<file path="src/rtl/dh_mod_reduce_if.sv">
// Start/done handshake bundle for the modular reduction stage.
// master drives the request side, slave (the reducer) drives results.
interface dh_mod_reduce_if #(
    parameter int DW = 64,
    parameter int MW = 32
);
    logic          start;
    logic [DW-1:0] value;
    logic [MW-1:0] modulus;
    logic [MW-1:0] remainder;
    logic          done;
    logic          busy;
    logic          err;

    modport master (
        output start, value, modulus,
        input  remainder, done, busy, err
    );

    modport slave (
        input  start, value, modulus,
        output remainder, done, busy, err
    );
endinterface

</file>
<file path="src/rtl/dh_mod_reduce.sv">
// Bit-serial restoring reduction: remainder = value mod modulus.
// Define DH_MOD_RADIX4_EN to retire two dividend bits per cycle.
module dh_mod_reduce #(
    parameter int DW = 64,
    parameter int MW = 32
) (
    input  logic             clk,
    input  logic             rst,
    dh_mod_reduce_if.slave   bus
);

`ifdef DH_MOD_RADIX4_EN
    localparam int ST = 2;
`else
    localparam int ST = 1;
`endif

    localparam int CW = $clog2(DW + 1);
    localparam logic [CW-1:0] CNT0 = CW'(DW / ST);

    typedef enum logic [1:0] {
        S_IDLE,
        S_CALC,
        S_DONE
    } state_t;

    state_t        state_q, state_d;
    logic [DW-1:0] sh_q, sh_d;
    logic [MW-1:0] m_q, m_d;
    logic [MW-1:0] r_q, r_d;
    logic [CW-1:0] cnt_q, cnt_d;
    logic [MW-1:0] rem_q, rem_d;
    logic          err_q, err_d;
    logic [MW-1:0] r_nx;
    logic [DW-1:0] sh_nx;

    // One restoring step. r < m on entry, so the shifted
    // value fits MW+1 bits and the result fits MW bits.
    function automatic logic [MW-1:0] step(
        input logic [MW-1:0] r,
        input logic          b,
        input logic [MW-1:0] m
    );
        logic [MW:0] t;
        t = {r, b};
        if (t >= {1'b0, m})
            step = MW'(t - {1'b0, m});
        else
            step = t[MW-1:0];
    endfunction

    // Per-cycle partial remainder and dividend shift.
    always_comb begin
`ifdef DH_MOD_RADIX4_EN
        r_nx  = step(step(r_q, sh_q[DW-1], m_q), sh_q[DW-2], m_q);
`else
        r_nx  = step(r_q, sh_q[DW-1], m_q);
`endif
        sh_nx = {sh_q[DW-ST-1:0], {ST{1'b0}}};
    end

    // Next-state and datapath updates.
    always_comb begin
        state_d = state_q;
        sh_d    = sh_q;
        m_d     = m_q;
        r_d     = r_q;
        cnt_d   = cnt_q;
        rem_d   = rem_q;
        err_d   = err_q;
        unique case (state_q)
            S_IDLE: begin
                if (bus.start) begin
                    if (bus.modulus != '0) begin
                        sh_d    = bus.value;
                        m_d     = bus.modulus;
                        r_d     = '0;
                        cnt_d   = CNT0;
                        state_d = S_CALC;
                    end else begin
                        err_d   = 1'b1;
                        rem_d   = '0;
                        state_d = S_DONE;
                    end
                end
            end
            S_CALC: begin
                if (!bus.start) begin
                    state_d = S_IDLE;
                end else begin
                    sh_d  = sh_nx;
                    r_d   = r_nx;
                    cnt_d = cnt_q - CW'(1);
                    if (cnt_q == CW'(1)) begin
                        rem_d   = r_nx;
                        state_d = S_DONE;
                    end
                end
            end
            S_DONE: begin
                if (!bus.start) begin
                    err_d   = 1'b0;
                    state_d = S_IDLE;
                end
            end
            default: state_d = S_IDLE;
        endcase
    end

    // State and datapath registers.
    always_ff @(posedge clk or negedge rst) begin
        if (!rst) begin
            state_q <= S_IDLE;
            sh_q    <= '0;
            m_q     <= '0;
            r_q     <= '0;
            cnt_q   <= '0;
            rem_q   <= '0;
            err_q   <= 1'b0;
        end else begin
            state_q <= state_d;
            sh_q    <= sh_d;
            m_q     <= m_d;
            r_q     <= r_d;
            cnt_q   <= cnt_d;
            rem_q   <= rem_d;
            err_q   <= err_d;
        end
    end

    assign bus.remainder = rem_q;
    assign bus.err       = err_q;
    assign bus.done      = (state_q == S_DONE);
    assign bus.busy      = (state_q == S_CALC);

endmodule

</file>
<file path="src/flat_wrapper.sv">
// flat-port wrapper written by rule: the top's interface ports become plain ports
module dh_mod_reduce_flat 
#(
    parameter int DW = 64,
    parameter int MW = 32
)
  (clk, rst, bus_start, bus_value, bus_modulus, bus_remainder, bus_done, bus_busy, bus_err);
  dh_mod_reduce_if #(.DW(DW), .MW(MW)) bus_i ();
  input  logic clk;
  input  logic rst;
  input wire logic [$bits(bus_i.start)-1:0] bus_start;
  input wire logic [$bits(bus_i.value)-1:0] bus_value;
  input wire logic [$bits(bus_i.modulus)-1:0] bus_modulus;
  output wire logic [$bits(bus_i.remainder)-1:0] bus_remainder;
  output wire logic [$bits(bus_i.done)-1:0] bus_done;
  output wire logic [$bits(bus_i.busy)-1:0] bus_busy;
  output wire logic [$bits(bus_i.err)-1:0] bus_err;
  assign bus_i.start = bus_start;
  assign bus_i.value = bus_value;
  assign bus_i.modulus = bus_modulus;
  assign bus_remainder = bus_i.remainder;
  assign bus_done = bus_i.done;
  assign bus_busy = bus_i.busy;
  assign bus_err = bus_i.err;
  dh_mod_reduce #(.DW(DW), .MW(MW)) u_core (.clk(clk), .rst(rst), .bus(bus_i));
endmodule
</file>
<file path="config.mk">
export PLATFORM = sky130hd
export DESIGN_NAME = dh_mod_reduce_flat
export DESIGN_NICKNAME = d
export VERILOG_FILES = /design/src/rtl/dh_mod_reduce_if.sv /design/src/rtl/dh_mod_reduce.sv /design/src/flat_wrapper.sv
export SDC_FILE = /design/constraint.sdc
export NUM_CORES = 1
export LEC_CHECK = 0
export ABC_CLOCK_PERIOD_IN_PS = 3100
export CAP_MARGIN = 30
export CORE_ASPECT_RATIO = 0.75
export CORE_MARGIN = 1
export CORE_UTILIZATION = 45
export CTS_CLUSTER_DIAMETER = 60
export DETAILED_ROUTE_END_ITERATION = 12
export GPL_TIMING_DRIVEN = 0
export PLACE_DENSITY = 0.68
export SLEW_MARGIN = 25
export SYNTH_ARGS = -nofsm -noshare
export SYNTH_HDL_FRONTEND = slang
export SYNTH_SLANG_ARGS = --single-unit
</file>
<file path="constraint.sdc">
create_clock -name clk -period 3.1 [get_ports clk]
set_clock_uncertainty 0.1 [all_clocks]
set_input_delay 0.465 -clock clk [delete_from_list [all_inputs] [get_ports clk]]
set_output_delay 0.465 -clock clk [all_outputs]
set_load 0.03 [all_outputs]
</file>
# Yosys cells after proc, flatten, opt, wreduce, memory -nomap -nowiden
# Index checks and enable logic that the tools add are counted.
# W data, S select, Z words.
[op_classes]
add_sub_neg = 2
n_lt_le_gt_ge = 1
n_eq_ne = 10
n_mux = 28
n_reduce_logical = 9
[op_table]
columns = ["cell", "n"]
rows = [
  ["$mux W32", 8],
  ["$mux W64", 3],
  ["$pmux W32 S2", 2],
  ["$pmux W64 S2", 1],
  ["$ge A33 B32 Y1", 1],
  ["$reduce_bool A32 Y1", 1],
  ["$sub A32 B32 Y32", 1],
  ["$mux W7", 3],
  ["$pmux W7 S2", 1],
  ["$mux W2", 5],
  ["$ne A2 B2 Y1 const B", 4],
  ["$reduce_and A4 Y1", 2],
  ["$eq A7 B1 Y1 const B", 1],
  ["$sub A7 B1 Y7 const B", 1],
  ["$pmux W2 S3", 1],
  ["$reduce_and A3 Y1", 2],
  ["$reduce_and A5 Y1", 1],
  ["$ne A2 B1 Y1 const B", 2],
  ["$reduce_bool A2 Y1", 2],
  ["$mux W1", 3],
  ["$ne A3 B2 Y1 const B", 1],
  ["$eq A2 B1 Y1 const B", 1],
  ["$eq A2 B2 Y1 const B", 1],
  ["$logic_not A2 Y1", 1],
  ["$pmux W1 S2", 1],
]
[word_totals]
ff_bits = 170
inputBits = 99
wordCells = 57

# Depth between registers and ports, before layout
[depth]
depth_word = 5
mapped_depth = 13
depth_no_buf = 11

# Least setup slack after synthesis
# OpenSTA, ideal clock, no wires.
[synth_timing]
path_kind = "reg2reg"
from = "register u_core.r_q[5]"
to = "register u_core.rem_q[19] (netlist: u_core.bus.remainder[19])"
setup_ps = 121
arrival_time_ps = 2411
required_ps = 2879
path_slack_ps = 468
stages_incl_launch_ff = 11
path_buffers = 1
period_less_slack_ps = 2632
cell_sequence = "dfrtp_1 -> ha_1 -> a21oi_2 -> nand2_1 -> o21ai_2 -> a21oi_1 -> o31a_2 -> o21a_1 -> buf_6 -> mux2_4 -> a22o_1"
[synth_via]
elab_chain_cells = 5
[synth_rtl]
columns = ["item", "line_no", "text"]
rows = [
  ["start, declared", "dh_mod_reduce.sv:30", "logic [MW-1:0] r_q, r_d;"],
  ["start signal, assigned", "dh_mod_reduce.sv:124", "r_q <= r_d;"],
  ["$sub A32 B32 Y32 / $ge A33 B32 Y1 (equally long branches)", "dh_mod_reduce.sv:47, dh_mod_reduce.sv:46", ""],
  ["$mux W32 (*)", "dh_mod_reduce.sv:46", "if (t >= {1'b0, m})"],
  ["$mux W32 (*)", "dh_mod_reduce.sv:94", "if (cnt_q == CW'(1)) begin"],
  ["$mux W32 (*)", "dh_mod_reduce.sv:88", "if (!bus.start) begin"],
  ["$pmux W32 S2 (*)", "dh_mod_reduce.sv:71", "unique case (state_q)"],
  ["end signal, assigned", "dh_mod_reduce.sv:126", "rem_q <= rem_d;"],
  ["end, declared", "dh_mod_reduce.sv:32", "logic [MW-1:0] rem_q, rem_d;"],
]
# Mark *: on every way between the ends. The rest lies on a longest branch, timed or not. The select of a mux whose other input is x is not followed.
# A chain may end at the register's enable or synchronous reset.

# Final worst setup path
[layout_timing]
from = "register u_core.sh_q[63]"
to = "register u_core.rem_q[24] (netlist: u_core.bus.remainder[24])"
[layout_via]
elab_chain_cells = 5
[layout_rtl]
columns = ["item", "line_no", "text"]
rows = [
  ["start, declared", "dh_mod_reduce.sv:28", "logic [DW-1:0] sh_q, sh_d;"],
  ["start signal, assigned", "dh_mod_reduce.sv:114", "sh_q <= '0;"],
  ["start signal, assigned", "dh_mod_reduce.sv:122", "sh_q <= sh_d;"],
  ["$sub A32 B32 Y32 / $ge A33 B32 Y1 (equally long branches)", "dh_mod_reduce.sv:47, dh_mod_reduce.sv:46", ""],
  ["$mux W32 (*)", "dh_mod_reduce.sv:46", ""],
  ["$mux W32 (*)", "dh_mod_reduce.sv:94", ""],
  ["$mux W32 (*)", "dh_mod_reduce.sv:88", ""],
  ["$pmux W32 S2 (*)", "dh_mod_reduce.sv:71", ""],
]
# Marks and branches as above.

==> impl_metrics.json <==
{
  "status": "finished clean",
  "hp-class": "reg -> reg",
  "h-tree-depth": 4,
  "antenna_found_initial": 0,
  "antennaDiodeCount": 0,
  "routed.top_layer": "met4",
  "cts_tree": "built",
  "cts_buffers": 17,
  "dr.pass1.iters": 5,
  "io_pins": 134,
  "ys_top_cells_by_area": "dfrtp_1 (45%), mux2i_1 (8.9%), nand2_1 (6.2%)",
  "grt_max_degree": 91,
  "ys.flop_type": "dfrtp_1",
  "grt_pass1_wl_mm": 40.61,
  "drt_iter0_drc": 567,
  "yosysUniqueCellTypes": 73,
  "path_max_fanout": 4,
  "cp.required_ns": 3.31,
  "async_flop_share_pct": 100.0,
  "rsz0062_at_grt": "no",
  "nNetsFinal": 1265,
  "rows": 45,
  "dieArea_sq_um": 21490,
  "drive_gt1_share_pct": 12.69,
  "final_hold_viol_count": 0,
  "worstPathCellList": "inv_1 > ha_2 > fa_2 > nor2b_4 > o31a_1 > o41ai_4 > o221ai_4 > a21oi_2 > o21ai_1 > xnor2_1 > o211ai_1",
  "fin_area_sq_um": 11960,
  "relSlewSlack_pct": 50.27,
  "setup-violations-final": 0,
  "path_clk_slew_ns": 0.07,
  "synth_edf_count": 0,
  "synth_top_area_share_pct": 45.22,
  "clk_path_buf_depth": 2,
  "worstPathArrival_ns": 3.17,
  "ys_warn_count": 0,
  "routedWlPerCell_um": 17.65,
  "fin_hold_ws_ns": 0.3799,
  "met2_length_mm": 10.75,
  "slowest_delay_ns": 0.40,
  "place_area_sq_um": 11150,
  "synthCells": 975,
  "finalCritPeriodShare_pct": 95.59,
  "yosysTopAreaCell": "dfrtp_1",
  "finalCriticalPeriod_ns": 2.963,
  "start_util_pct": 46.16,
  "gp_congestion": 0.9322,
  "synthTopCellsByCount": "dfrtp_1 (170), nand2_1 (155), o21ai_0 (94), mux2i_1 (84), o21ai_1 (55)",
  "clkSinkCount": 170,
  "drt-total-wl_mm": 25.15,
  "viasPerCell": 5.478,
  "area_growth_pct": 27.17,
  "die_y_um": 127.2,
  "drc": 0,
  "vias": 7806,
  "yosysMostFrequentCell": "dfrtp_1",
  "syn-cell-area_sq_um": 9408,
  "power_leakage_nw": 5.187,
  "clock_latency_ns": 0.44,
  "detailed_place_hpwl_mm": 18.44,
  "met3_length_mm": 1.421,
  "grt-ovfl-total": 0,
  "ant_nets": 0,
  "clock-root-buffer": "clkbuf_16",
  "final_util_pct": 58.70,
  "die_width_um": 169.0,
  "grt_usage_pct": 24.42,
  "vdd_drop_max_mv": 0.3723,
  "avgSynthCellArea_sq_um": 9.649,
  "worstMarginPinSlew_ns": 0.7460,
  "synth_nets": 1109,
  "slowest_stage": "dfrtp_1",
  "max_freq_mhz": 337.4,
  "core_area_sq_um": 20380,
  "worstSetupEndpointType": "flip-flop",
  "cp-start-kind": "flip-flop",
  "drt-met1-wl_mm": 12.56,
  "synth-seq-cells": 170,
  "slew_viol_final": 0,
  "p_per_area_nw_per_um2": 577.7,
  "io_buffers": 133,
  "grt_pass1_vias": 7538,
  "maxCapViolations": 0,
  "critical_path_class": "reg -> reg",
  "synth-seq-area-share_pct": 45.22
}
## per-layer routing
metal  vias to the layer above  global-route usage (%)
li1                       3752                       -
met1                      3794                   36.44
met2                       227                   35.59
met3                        33                   5.050
met4                         0                   7.059
met5                         -                       0
## path summary, 6_finish.rpt
kind | slack, ns | from | cells after the start | to
max reg2reg | 0.14 | u_core.sh_q[63]$_DFFE_PN0P_ | 11 | u_core.bus.remainder[24]$_DFFE_PN0P_
min | 0.38 | u_core.sh_q[58]$_DFFE_PN0P_ | 2 | u_core.sh_q[58]$_DFFE_PN0P_
max in group asynchronous | 1.58 | rst | 4 | u_core.r_q[4]$_DFFE_PN0P_
min in group asynchronous | 0.53 | rst | 3 | u_core.sh_q[58]$_DFFE_PN0P_
min reg2reg | 0.38 | u_core.sh_q[58]$_DFFE_PN0P_ | 2 | u_core.sh_q[58]$_DFFE_PN0P_
max | 0.14 | u_core.sh_q[63]$_DFFE_PN0P_ | 11 | u_core.bus.remainder[24]$_DFFE_PN0P_
## cells in the final DEF (no fill, tap or decap), types with 4 or more instances in the layout
cell / n
nor4_1: 5
nand4_1: 14
nand3_1: 4
clkbuf_1: 26
a22o_1: 4
a21oi_1: 32
dfrtp_1: 170
and2_1: 4
o21ai_0: 93
xnor2_1: 23
mux2_2: 32
o21ai_1: 56
nor4_2: 4
a31oi_1: 4
nor2_1: 32
ha_1: 32
inv_6: 4
buf_4: 10
a21oi_2: 8
o21a_1: 5
buf_2: 15
mux2i_1: 79
a32oi_1: 11
inv_1: 44
clkbuf_16: 17
clkdlybuf4s50_1: 132
inv_8: 4
a21o_1: 4
xor2_1: 11
or3_1: 4
nand2b_1: 4
nor3_1: 9
nand2_1: 153
## registers in the layout (all words and copies together) (netlist names)
name	flops
u_core.m_q	32
u_core.bus.err	1
u_core.state_q	2
u_core.sh_q	64
u_core.cnt_q	7
u_core.r_q	32
u_core.bus.remainder	32
## kinds of logic (layout without fill, tap and decap cells)
logic type               Yosys count  after routing  share of synthesized area [%]
AO/OA/AOI/OAI                    259            259                          17.00
AND/OR/NAND/NOR                  254            254                          12.00
buffers and inverters            104            272                          4.721
flip-flops                       170            170                          45.22
XOR/XNOR                          34             34                          3.165
adder cells (fa/ha/maj)           35             35                          4.735
multiplexers                     119            119                          13.17
## repair_timing
item | 4_1_cts | 5_1_grt
endpoints found under the setup margin | 119 | 131
hold buffers | 1 | 0
pin swaps | 1 | 5
gates resized for setup | 9 | 31
endpoints found under the hold margin | 89 | 0
setup buffers | 1 | 8
## power by group
group          internal [W]  leakage, nW  switching, W
clock network       0.00114        0.285      0.000997
registers           0.00259         2.18      0.000224
logic              0.000873         2.72       0.00109
total               0.00460         5.19       0.00231
## final cells by class
class | count | area [sq um]
Inverter | 45 | 168.9
Tap cell | 282 | 352.8
Timing Repair Buffer | 145 | 1469
Clock inverter | 14 | 156.4
Sequential cell | 170 | 4254
Fill cell | 1768 | 8418
Multi-Input combinational cell | 701 | 4875
Buffer | 51 | 262.8
Clock buffer | 17 | 425.4
## metrics by stage
stage	power, W	cells	setup TNS (ns)	setup WS [ns]
after floorplan	0.004137	975	0	0.4683
after global placement	0.004704	1390	-1063.75	-5.761
after detailed placement	0.004757	1392	-86.36	-0.8155
after CTS	0.006911	1424	0	0.003228
after global routing	0.007310	1425	0	0.001132
final	0.006912	1425	0	0.1366
## critical path, delay by kind of cell (launching register included)
family,cells,cell delay [ns]
compound gates,6,1.46
fa+ha+maj,2,0.45
flops,1,0.40
xor+xnor,1,0.28
buf+inv,1,0.09
simple gates,1,0.05
No activity file was read; power rests on OpenSTA's default activity.
